## config.mk

```make
export PLATFORM = sky130hd
export DESIGN_NAME = ingreso_clave
export DESIGN_NICKNAME = d
export VERILOG_FILES = /design/src/rtl/ingreso_clave.sv
export SDC_FILE = /design/constraint.sdc
export NUM_CORES = 1
export LEC_CHECK = 0
export ABC_AREA = 1
export BUFFER_PORTS_ARGS = -buffer_cell sky130_fd_sc_hd__buf_4
export CORE_UTILIZATION = 39
export CTS_CLUSTER_DIAMETER = 80
export DETAILED_ROUTE_END_ITERATION = 10
export SLEW_MARGIN = 40
export SYNTH_ARGS = -nofsm -noshare
export SYNTH_HDL_FRONTEND = slang
export SYNTH_SLANG_ARGS = --single-unit
```

## constraint.sdc

```tcl
create_clock -name clk -period 2.1 [get_ports clk]
set_input_delay 0.105 -clock clk [delete_from_list [all_inputs] [get_ports clk]]
set_output_delay 0.105 -clock clk [all_outputs]
set_load 0.03 [all_outputs]
```

## src/rtl/ingreso_clave.sv

```systemverilog
// Purpose : keypad front end; assembles a 4-digit BCD PIN from key strobes and hands it to the access controller.
// Latency : 1 cycle from a sampled key to digitos/error_tecla/clave/clave_valida.
// Backpressure: clave_valida holds (keys ignored) until clave_ack is sampled high.
//
// Ports:
//   clk, reset       clock and asynchronous active-high reset
//   habilitar        controller accepts PIN attempts; low forces IDLE
//   tecla_valida     one-cycle key strobe, tecla valid with it
//   tecla[3:0]       0-9 digit, A backspace, B clear, C enter, D-F illegal
//   clave_ack        consumer took clave (only looked at while clave_valida)
//   clave[15:0]      last submitted PIN, first digit in [15:12]
//   clave_valida     PIN available, held until acknowledged
//   digitos[2:0]     digits currently buffered (0-4)
//   error_tecla      one-cycle pulse on a rejected key
//   timeout          one-cycle pulse when the idle timeout discards the buffer
module ingreso_clave #(
    parameter int TIMEOUT_CICLOS = 1000
) (
    input  logic        clk,
    input  logic        reset,
    input  logic        habilitar,
    input  logic        tecla_valida,
    input  logic [3:0]  tecla,
    input  logic        clave_ack,
    output logic [15:0] clave,
    output logic        clave_valida,
    output logic [2:0]  digitos,
    output logic        error_tecla,
    output logic        timeout
);

    localparam int CW = $clog2(TIMEOUT_CICLOS + 1);
    // The counter fires on the edge where it would reach TIMEOUT_CICLOS,
    // i.e. when it currently holds TIMEOUT_CICLOS-1.
    localparam logic [CW-1:0] CTR_LAST = CW'(TIMEOUT_CICLOS - 1);
    localparam logic [CW-1:0] CTR_ONE  = CW'(1);

    localparam logic [3:0] TECLA_BORRAR  = 4'hA;
    localparam logic [3:0] TECLA_LIMPIAR = 4'hB;
    localparam logic [3:0] TECLA_ENTER   = 4'hC;

    typedef enum logic [1:0] {
        IDLE    = 2'd0,
        CAPTURA = 2'd1,
        ENVIO   = 2'd2
    } estado_t;

    estado_t        estado_q, estado_d;
    logic [15:0]    buf_q, buf_d;
    logic [2:0]     cnt_q, cnt_d;
    logic [CW-1:0]  ctr_q, ctr_d;
    logic [15:0]    clave_q, clave_d;
    logic           valida_q, valida_d;
    logic           error_q, error_d;
    logic           timeout_q, timeout_d;

    always_ff @(posedge clk or posedge reset) begin
        if (reset) begin
            estado_q  <= IDLE;
            buf_q     <= 16'h0000;
            cnt_q     <= 3'd0;
            ctr_q     <= '0;
            clave_q   <= 16'h0000;
            valida_q  <= 1'b0;
            error_q   <= 1'b0;
            timeout_q <= 1'b0;
        end else begin
            estado_q  <= estado_d;
            buf_q     <= buf_d;
            cnt_q     <= cnt_d;
            ctr_q     <= ctr_d;
            clave_q   <= clave_d;
            valida_q  <= valida_d;
            error_q   <= error_d;
            timeout_q <= timeout_d;
        end
    end

    always_comb begin
        estado_d  = estado_q;
        buf_d     = buf_q;
        cnt_d     = cnt_q;
        // Counter only survives a cycle in CAPTURA with digits buffered and no key.
        ctr_d     = '0;
        clave_d   = clave_q;
        valida_d  = valida_q;
        error_d   = 1'b0;
        timeout_d = 1'b0;

        if (!habilitar) begin
            // Abort wins over everything; clave keeps the last submitted PIN.
            estado_d = IDLE;
            buf_d    = 16'h0000;
            cnt_d    = 3'd0;
            valida_d = 1'b0;
        end else begin
            case (estado_q)
                IDLE: begin
                    buf_d    = 16'h0000;
                    cnt_d    = 3'd0;
                    estado_d = CAPTURA;
                end

                CAPTURA: begin
                    if (tecla_valida) begin
                        // A key of any kind restarts the idle count and
                        // suppresses a timeout due in the same cycle.
                        if (tecla <= 4'd9) begin
                            if (cnt_q < 3'd4) begin
                                buf_d = {buf_q[11:0], tecla};
                                cnt_d = cnt_q + 3'd1;
                            end else begin
                                error_d = 1'b1;
                            end
                        end else if (tecla == TECLA_BORRAR) begin
                            if (cnt_q != 3'd0) begin
                                buf_d = {4'h0, buf_q[15:4]};
                                cnt_d = cnt_q - 3'd1;
                            end else begin
                                error_d = 1'b1;
                            end
                        end else if (tecla == TECLA_LIMPIAR) begin
                            buf_d = 16'h0000;
                            cnt_d = 3'd0;
                        end else if (tecla == TECLA_ENTER) begin
                            if (cnt_q == 3'd4) begin
                                clave_d  = buf_q;
                                valida_d = 1'b1;
                                estado_d = ENVIO;
                                buf_d    = 16'h0000;
                                cnt_d    = 3'd0;
                            end else begin
                                error_d = 1'b1;
                            end
                        end else begin
                            error_d = 1'b1;
                        end
                    end else if (cnt_q != 3'd0) begin
                        if (ctr_q == CTR_LAST) begin
                            buf_d     = 16'h0000;
                            cnt_d     = 3'd0;
                            timeout_d = 1'b1;
                        end else begin
                            ctr_d = ctr_q + CTR_ONE;
                        end
                    end
                end

                ENVIO: begin
                    // Keys are dropped silently while the PIN is on offer.
                    if (clave_ack) begin
                        valida_d = 1'b0;
                        estado_d = CAPTURA;
                    end
                end

                default: begin
                    estado_d = IDLE;
                    buf_d    = 16'h0000;
                    cnt_d    = 3'd0;
                    valida_d = 1'b0;
                end
            endcase
        end
    end

    assign clave        = clave_q;
    assign clave_valida = valida_q;
    assign digitos      = cnt_q;
    assign error_tecla  = error_q;
    assign timeout      = timeout_q;

endmodule

```

==> results.yml, run 1 <==
power:
  combPwrFrac_pct: 19.5
  swShare_pct: 31.8
  p_per_area_mw_per_mm2: 658
  p_leak_uw: 0.00145
  clockPowerShare_pct: 29.1
  p_seq_share_pct: 51.4
  p_sw_uw: 629
  vdd_drop_max_mv: 0.296
  internal-power_uw: 1350
hold_path:
  min_path_cells: 3
  min_from: "clave_ack"
  hold_class: "in2reg"
grt:
  grtUsageTotal_pct: 17.2
  first_global_vias: 2004
  grt_pass1_wl_mm: 9.69
  antenna_found_initial: 0
  grt_start_max_net_pins: 33
  grt_overflow: 0
drt:
  drt_iter0_drc: 127
  dr.pass1.iters: 10
  wirelength_mm: 5.47
  post-route-drc-count: 6
  wl_per_cell_um: 12.2
  ant_nets: 0
  viasPerCell: 4.83
  vias: 2166
cells_and_area:
  drive_above_1_share_pct: 17.0
  syn2layout_area_growth_pct: 14.3
  n_antenna_cell: 0
  nFillCells: 639
  nets: 383
placement:
  dp_hpwl_mm: 3.94
  io_buffers: 30
  gp_congestion: 0.861
logic_synthesis:
  synth_nets: 351
  synth_area_per_cell_um2: 7.77
  netlist_instances: 338
  yosysSeqAreaShare_pct: 47.6
  synthSimpleGateAreaFrac_pct: 31.7
  syn_area_mm2: 0.00263
  yosysUniqueCellTypes: 32
  ys_warn_count: 0
  synth-adder-area-share_pct: 1.91
  synth_top_family_by_area: "simple AND/OR/NAND/NOR gates"
  ys_top_cells_by_area: "dfrtp_1 48%, nand2_1 16%, inv_1 5.7%"
  synth_top_area_cell: "dfrtp_1"
  synth-xor-area-share_pct: 1.00
  synth-seq-cells: 50
  synth_compound_area_share_pct: 8.34
  synth_top_area_share_pct: 47.6
  synth_mux_area_share_pct: 0
worst_setup_path:
  endpoint_kind: "flop"
  reg2reg_depth: 9
  critical_path_arrival_ns: 1.94
  startpoint: "digitos[0]"
  path_class: "reg2reg"
  r2r-start: "digitos[0]"
  path_max_fanout: 19
  start_kind: "flop"
  required_ns: 2.30
timing:
  setup_viol: 0
  fin_crit_sh_pct: 82.8
  rsz0062_at_grt: "false"
  setup-tns-final_ns: 0
  maxSlewHeadroom_pct: 71.6
  hold_viol_final: 0
  whs_ns: 0.0808
  slew_viol_final: 0
  fmax_ghz: 0.575
  tightest_slew_ns: 0.423
  fin_worst_skew_ns: 0.00960
  period_minus_slack_ns: 1.74
clocking:
  cts_inserted_buffers: 5
  clock_sinks: 50
  htreeDepth: 2
  tritoncts: "yes"
  cts_max_path_buffers: 2
  root_buffer: "clkbuf_8"
  clk_pin_slew_ns: 0.09
  insertion_delay_ns: 0.30
die:
  die_w_um: 84.1
  row_count: 29
  die_area_mm2: 0.00707
  coreArea_mm2: 0.00642
  dieHeight_um: 84.1
  ios: 31
  start_util_pct: 40.9
run_status:
  violations: "DRC"
  status: "complete, but fails checks"
run:
  maxCapViolCount: 0
cells in the mapped netlist:
library cell	count
o21ai_1	5
or2_2	1
nand4_1	2
buf_4	4
o21bai_1	2
nor2_4	2
ha_1	4
nor2_1	26
a21oi_2	1
o31ai_1	1
buf_6	2
xnor2_1	2
inv_1	40
clkbuf_8	1
nor4_1	1
nor3_1	4
nor3b_1	1
nand2_2	4
nand2_4	1
nand3_4	1
nor2_8	1
a21oi_1	13
nor2_2	3
buf_2	4
nand2_1	111
inv_2	3
nand3_2	2
nand3_1	26
dfrtp_1	50
a211oi_1	1
xor2_1	1
o21ai_0	18
area by class of cell:
type / instances / area [um^2] / area share [%]
multi-input combinational: 234 / 1130 / 37.5
timing repair buffer: 36 / 273 / 9.08
sequential: 50 / 1250 / 41.7
clock inverter: 3 / 25.0 / 0.833
inverter: 43 / 161 / 5.38
clock buffer: 5 / 68.8 / 2.29
tap: 77 / 96.3 / 3.21
power by group through the flow:
stage          clock (uW)  combinational (uW)  sequential (uW)
6_report              575                 385             1020
5_1_grt               645                 434             1020
4_1_cts               601                 395             1020
3_5_place_dp            0                 392             1030
3_3_place_gp            0                 390             1030
2_1_floorplan           0                 290             1050
state kept, by name, summed over array words and instances (netlist names):
| name | count |
|---|---|
| buf_q | 16 |
| clave | 16 |
| ctr_q | 10 |
| digitos | 3 |
| estado_q | 2 |
| clave_valida | 1 |
| error_tecla | 1 |
| timeout | 1 |
timing repair:
item,CTS,global route
hold buffers,1,0
setup buffers,0,0
endpoints found under the hold margin,18,0
gates resized for setup,0,0
critical path, cell delays in order (launching register included):
cell	delay [ns]
dfrtp_1	0.43
inv_1	0.11
ha_1	0.19
nand2_1	0.08
o21bai_1	0.15
nand2_1	0.07
nand2_2	0.18
nand3_4	0.24
nand2_1	0.12
nand2_1	0.06
final timing paths:
check | endpoint | slack, ns
max | buf_q[2] | 0.36
min | estado_q[1] | 0.08
max reg2reg | buf_q[2] | 0.36
min reg2reg | ctr_q[0] | 0.47
max in group asynchronous | buf_q[7] | 1.17
min in group asynchronous | ctr_q[6] | 0.34
cells by family after synthesis:
group                      count (synthesis)
and+or+nand+nor                          186
buffers and inverters                     54
DFF                                       50
AOI/OAI and AO/OA                         41
adders and majority gates                  4
xor gates and xnor gates                   3
cell usage in the layout, fill, tap and decap left out, drive strengths merged:
cell type    instances
nor3                 4
nand3               29
o31ai                1
clkinvlp             1
nand4                2
nand2              116
or2                  1
nor2                32
clkinv               1
clkbuf               5
buf                 35
nor3b                1
dfrtp               50
dlygate4sd3          1
inv                 44
nor4                 1
o21bai               2
a211oi               1
xor2                 1
a21oi               14
o21ai               23
ha                   4
xnor2                2
per-stage QoR:
step	setup WS, ns	power, uW	instances	area [um^2]	util (%)
global route	0.169	2100	448	3000	46.8
floorplan	0.385	1340	338	2630	-
finish	0.361	1980	448	3000	46.8
detailed placement	0.347	1430	439	2900	45.1
CTS	0.337	2010	448	3000	46.8
global placement	0.406	1420	439	2900	45.1
routing by layer:
metal | vias to the layer above | GRT usage (%) | wire, um | part of all wire, %
li1 | 1124 | - | - | -
met3 | 5 | 3.36 | 273 | 5.0
met1 | 989 | 25.7 | 2760 | 50
met2 | 48 | 25.1 | 2370 | 43
met4 | 0 | 5.02 | 61 | 1.1
met5 | - | 0 | 0 | 0
Note: power is estimated with default switching activity, not from simulation.
==> inputs of run 2 (changes only) <==
==> constraint.sdc (replaced) <==
create_clock -name clk -period 1.51 [get_ports clk]
set_input_delay 0.0755 -clock clk [delete_from_list [all_inputs] [get_ports clk]]
set_output_delay 0.0755 -clock clk [all_outputs]
set_load 0.03 [all_outputs]
==> run 2 against run 1 <==
  * The run ends with DRC, setup timing left
  * Global-route usage increased by 0.95 points
  * Die area unchanged
  * Register-to-register slack got worse by 0.39 ns
  * Wire length increased by 14%
  * Clock skew about the same
  * Core utilization increased by 6.2 points
  * Combinational power increased by 120%
  * Highest routed layer unchanged
  * Clock power increased by 63%
  * Count of clock-buffer cells in the layout increased by 2
==> results.yml, run 2 (synthesis gave the netlist of run 1 again) <==
cells_and_area:
  layout_common_cells: "93 x nand2_1, 47 x dfrtp_1, 41 x buf_4"
  layout_commonest_cell: "nand2_1"
  final_area_mm2: 0.00340
  syn2layout_area_growth_pct: 29.4
  n_antenna_cell: 0
  drive_above_1_share_pct: 28.2
  nets: 399
  fin_util_pct: 52.9
worst_setup_path:
  critical_path_arrival_ns: 1.74
  endpoint_kind: "flop"
  path_class: "reg2reg"
  path_max_fanout: 7
  required_ns: 1.71
  start_kind: "flop"
grt:
  grtUsageTotal_pct: 18.1
  antenna_found_initial: 0
  grt_overflow: 0
  grt_pass1_wl_mm: 10.2
  first_global_vias: 2159
  grt_start_max_net_pins: 51
timing:
  tightest_slew_ns: 0.421
  fin_worst_skew_ns: 0.00914
  setup-tns-final_ns: -0.208
  maxSlewHeadroom_pct: 71.9
  fmax_ghz: 0.648
  rsz0062_at_grt: "true"
  hold_viol_final: 0
  period_minus_slack_ns: 1.54
  fin_crit_sh_pct: 102
  layout_setup_ws_ns: -0.0342
  slew_viol_final: 0
  setup_viol: 14
  whs_ns: 0.0477
run:
  maxCapViolCount: 0
drt:
  wl_per_cell_um: 13.5
  drt_iter0_drc: 184
  vias: 2303
  viasPerCell: 4.96
  wirelength_mm: 6.25
  post-route-drc-count: 6
  ant_nets: 0
  dr.pass1.iters: 7
power:
  p_leak_uw: 0.00166
  total_power_uw: 3190
  p_per_area_mw_per_mm2: 939
  vdd_drop_max_mv: 0.531
die:
  dieHeight_um: 84.1
  die_area_mm2: 0.00707
  die_w_um: 84.1
  ios: 31
  start_util_pct: 40.9
  row_count: 29
  coreArea_mm2: 0.00642
clocking:
  insertion_delay_ns: 0.31
  cts_inserted_buffers: 5
  htreeDepth: 2
  cts_max_path_buffers: 2
  root_buffer: "clkbuf_8"
  tritoncts: "yes"
  clk_pin_slew_ns: 0.08
  clock_sinks: 50
placement:
  gp_congestion: 0.783
  io_buffers: 30
  dpl_cell_area_mm2: 0.00299
  dp_hpwl_mm: 3.90
run_status:
  status: "complete, but fails checks"
  violations: "DRC, setup timing"
hold_path:
  hold_class: "in2reg"
[run 2: changes by cell type in the layout (fill, tap and decap cells not counted), moves of 3 or more]
cell	previous run	this run
inv_2	4	7
nand2_2	4	18
nand3_4	1	5
inv_1	39	36
buf_12	0	5
dfrtp_2	0	3
dfrtp_1	50	47
nor2_4	2	6
nor2_1	26	22
nand2_1	111	93
nand2_4	1	5
buf_4	35	41
[run 2: worst max-delay path, stage by stage (launching register included)]
cell      delay (ns)
dfrtp_2         0.42
inv_2           0.09
ha_4            0.14
nand2_2         0.05
o21bai_1        0.12
nand2_1         0.11
nand2_4         0.20
nand3_4         0.16
nand2_2         0.12
nand2_2         0.05
[run 2: final timing paths]
path	cells past startpoint	startpoint	end	slack [ns]
min reg2reg	2	clave[4]	clave[4]	0.49
min	3	clave_ack	estado_q[1]	0.05
max in group asynchronous	4	reset	digitos[0]	0.87
min in group asynchronous	4	reset	clave[7]	0.39
max reg2reg	9	digitos[0]	buf_q[0]	-0.03
max	9	digitos[0]	buf_q[0]	-0.03
[run 2: through the flow]
step | setup WS [ns] | std cells
after floorplan | 0.0109 | 338
after global placement | 0.0281 | 444
after detailed placement | -0.0183 | 444
after CTS | 0.00915 | 456
after global routing | -0.135 | 464
final | -0.0342 | 464
[run 2: metal layers]
| layer | vias up | track usage, % | wire (um) |
|---|---|---|---|
| met1 | 1077 | 25.3 | 3070 |
| met3 | 9 | 2.77 | 285 |
| li1 | 1162 | - | - |
| met4 | 0 | 6.27 | 85 |
| met5 | - | 0 | 0 |
| met2 | 55 | 28.7 | 2810 |
[run 2: cell type report]
type	instances	area, um^2
fill	637	3020
multi-input combinational	237	1330
clock buffer	7	76.3
timing repair buffer	49	454
sequential	50	1250
inverter	43	161
clock inverter	1	30.0
tap	77	96.3
[run 2: repair_timing]
item | CTS | global route
hold endpoints to repair | 50 | 0
setup endpoints to repair | 19 | 31
resized for setup | 3 | 40
setup buffers | 2 | 4
cloned | 1 | 4
hold buffers | 1 | 0
pin swaps | 1 | 13
[run 2: power breakdown]
part	switching, uW	total, uW	leakage [uW]	internal [uW]
registers	38.8	1420	0.000691	1380
logic	526	837	0.000914	312
clock network	441	938	0.0000524	496
==> inputs of run 3 (changes only) <==
--- a/config.mk
+++ b/config.mk
@@ -7,6 +7,7 @@
 export LEC_CHECK = 0
 export ABC_AREA = 1
 export BUFFER_PORTS_ARGS = -buffer_cell sky130_fd_sc_hd__buf_4
+export CORE_MARGIN = 5
 export CORE_UTILIZATION = 39
 export CTS_CLUSTER_DIAMETER = 80
 export DETAILED_ROUTE_END_ITERATION = 10
==> run 3 against run 2 <==
  * The run ends with setup timing left
  * Total power decreased by 0.61%
  * Flip-flop and latch count unchanged
  * Sequential power about the same
  * Die area increased by 20%
  * Worst hold slack got worse by 0.0081 ns
  * Setup slack improved by 0.013 ns
  * Largest cell class unchanged
  * Highest routed layer unchanged
==> results.yml, run 3 (synthesis gave the netlist of run 1 again) <==
worst_setup_path:
  start_kind: "flop"
  critical_path_arrival_ns: 1.73
  path_max_fanout: 5
  required_ns: 1.71
  reg2reg_depth: 8
  path_class: "reg2reg"
  endpoint_kind: "flop"
run:
  maxCapViolCount: 0
timing:
  tightest_slew_ns: 0.416
  slew_viol_final: 0
  maxSlewHeadroom_pct: 72.0
  fmax_ghz: 0.653
  setup_viol: 5
  period_minus_slack_ns: 1.53
  rsz0062_at_grt: "true"
  fin_crit_sh_pct: 101
  layout_setup_ws_ns: -0.0208
  fin_worst_skew_ns: 0.00434
  hold_viol_final: 0
hold_path:
  hold_class: "in2reg"
  min_path_cells: 3
drt:
  vias: 2264
  viasPerCell: 4.85
  ant_nets: 0
  post-route-drc-count: 0
  dr.pass1.iters: 4
  wirelength_mm: 6.18
  drt_iter0_drc: 205
  wl_per_cell_um: 13.2
clocking:
  cts_inserted_buffers: 5
  clock_sinks: 50
  htreeDepth: 2
  tritoncts: "yes"
  root_buffer: "clkbuf_8"
  cts_max_path_buffers: 2
  insertion_delay_ns: 0.31
  clk_pin_slew_ns: 0.09
cells_and_area:
  syn2layout_area_growth_pct: 27.5
  n_antenna_cell: 0
  layout_common_cells: "102 x nand2_1, 47 x dfrtp_1, 41 x buf_4"
  nets: 399
  finalNonFillerCells: 467
  final_area_mm2: 0.00335
  layout_commonest_cell: "nand2_1"
  fin_util_pct: 50.1
  drive_above_1_share_pct: 26.1
placement:
  placedCellCount: 446
  dpl_cell_area_mm2: 0.00299
  dp_hpwl_mm: 3.98
  dp_slack_ns: -0.0331
  gp_congestion: 0.816
  io_buffers: 30
power:
  swShare_pct: 31.6
  combPwrFrac_pct: 25.0
  vdd_drop_max_mv: 0.427
  p_sw_uw: 1000
  p_seq_share_pct: 44.5
  p_per_area_mw_per_mm2: 948
  clockPowerShare_pct: 30.4
  p_leak_uw: 0.00163
  internal-power_uw: 2170
grt:
  grt_start_max_net_pins: 35
  antenna_found_initial: 0
  grtUsageTotal_pct: 14.8
  grt_pass1_wl_mm: 10.1
  first_global_vias: 2123
  grt_overflow: 0
run_status:
  status: "complete, but fails checks"
  violations: "setup timing"
die:
  start_util_pct: 39.3
  dieHeight_um: 92.1
  die_w_um: 92.1
  ios: 31
  coreArea_mm2: 0.00668
  die_area_mm2: 0.00848
  row_count: 30
[run 3: critical path, cell delays in order (launching register included)]
cell     delay [ns]
dfrtp_1        0.37
ha_2           0.19
nand2_2        0.06
nor2_2         0.12
nand4_1        0.17
nand2_4        0.20
nand3_4        0.16
nand2_2        0.09
nand2_1        0.06
[run 3: layout make-up]
cell class                      count  area, um^2
Clock buffer                        5        68.8
Multi-Input combinational cell    237        1260
Tap cell                           80         100
Fill cell                         662        3330
Timing Repair Buffer               49         454
Inverter                           43         161
Clock inverter                      3        43.8
Sequential cell                    50        1250
[run 3: repair_timing]
item,in CTS,in global routing
buffers inserted,2,5
hold buffers,1,0
endpoints found under the hold margin,16,0
endpoints found under the setup margin,19,25
pin swaps,2,6
resized for setup,3,23
cloned,1,4
[run 3: per-layer routing]
| metal | up-vias | wire [um] | GRT usage (%) |
|---|---|---|---|
| met3 | 7 | 449 | 3.36 |
| met2 | 72 | 2740 | 21.8 |
| met4 | 0 | 78 | 5.45 |
| met1 | 1023 | 2910 | 21.1 |
| met5 | - | 0 | 0 |
| li1 | 1162 | - | - |
[run 3: through the flow]
stage / total power, uW / setup TNS [ns] / hold slack [ns]
2_1_floorplan: 1890 / 0 / 0.253
3_3_place_gp: 2030 / 0 / 0.0818
3_5_place_dp: 2040 / -0.348 / 0.0889
4_1_cts: 3080 / 0 / 0.0387
5_1_grt: 3330 / -1.88 / 0.0556
6_report: 3170 / -0.0449 / 0.0397
[run 3: final timing paths]
path                         startpoint      endpoint  slack (ns)
max in group asynchronous         reset    digitos[0]        0.68
min in group asynchronous         reset      clave[4]        0.30
setup / recovery               ctr_q[1]      buf_q[3]       -0.02
hold / removal                clave_ack   estado_q[1]        0.04
setup reg to reg               ctr_q[1]      buf_q[3]       -0.02
hold reg to reg            clave_valida  clave_valida        0.50
[run 3: power by group through the flow]
stage,Combinational (uW),Sequential [uW],Clock [uW]
after floorplan,421,1460,0
after global placement,592,1440,0
after detailed placement,600,1440,0
after CTS,684,1410,989
after global routing,862,1420,1050
final,794,1410,966
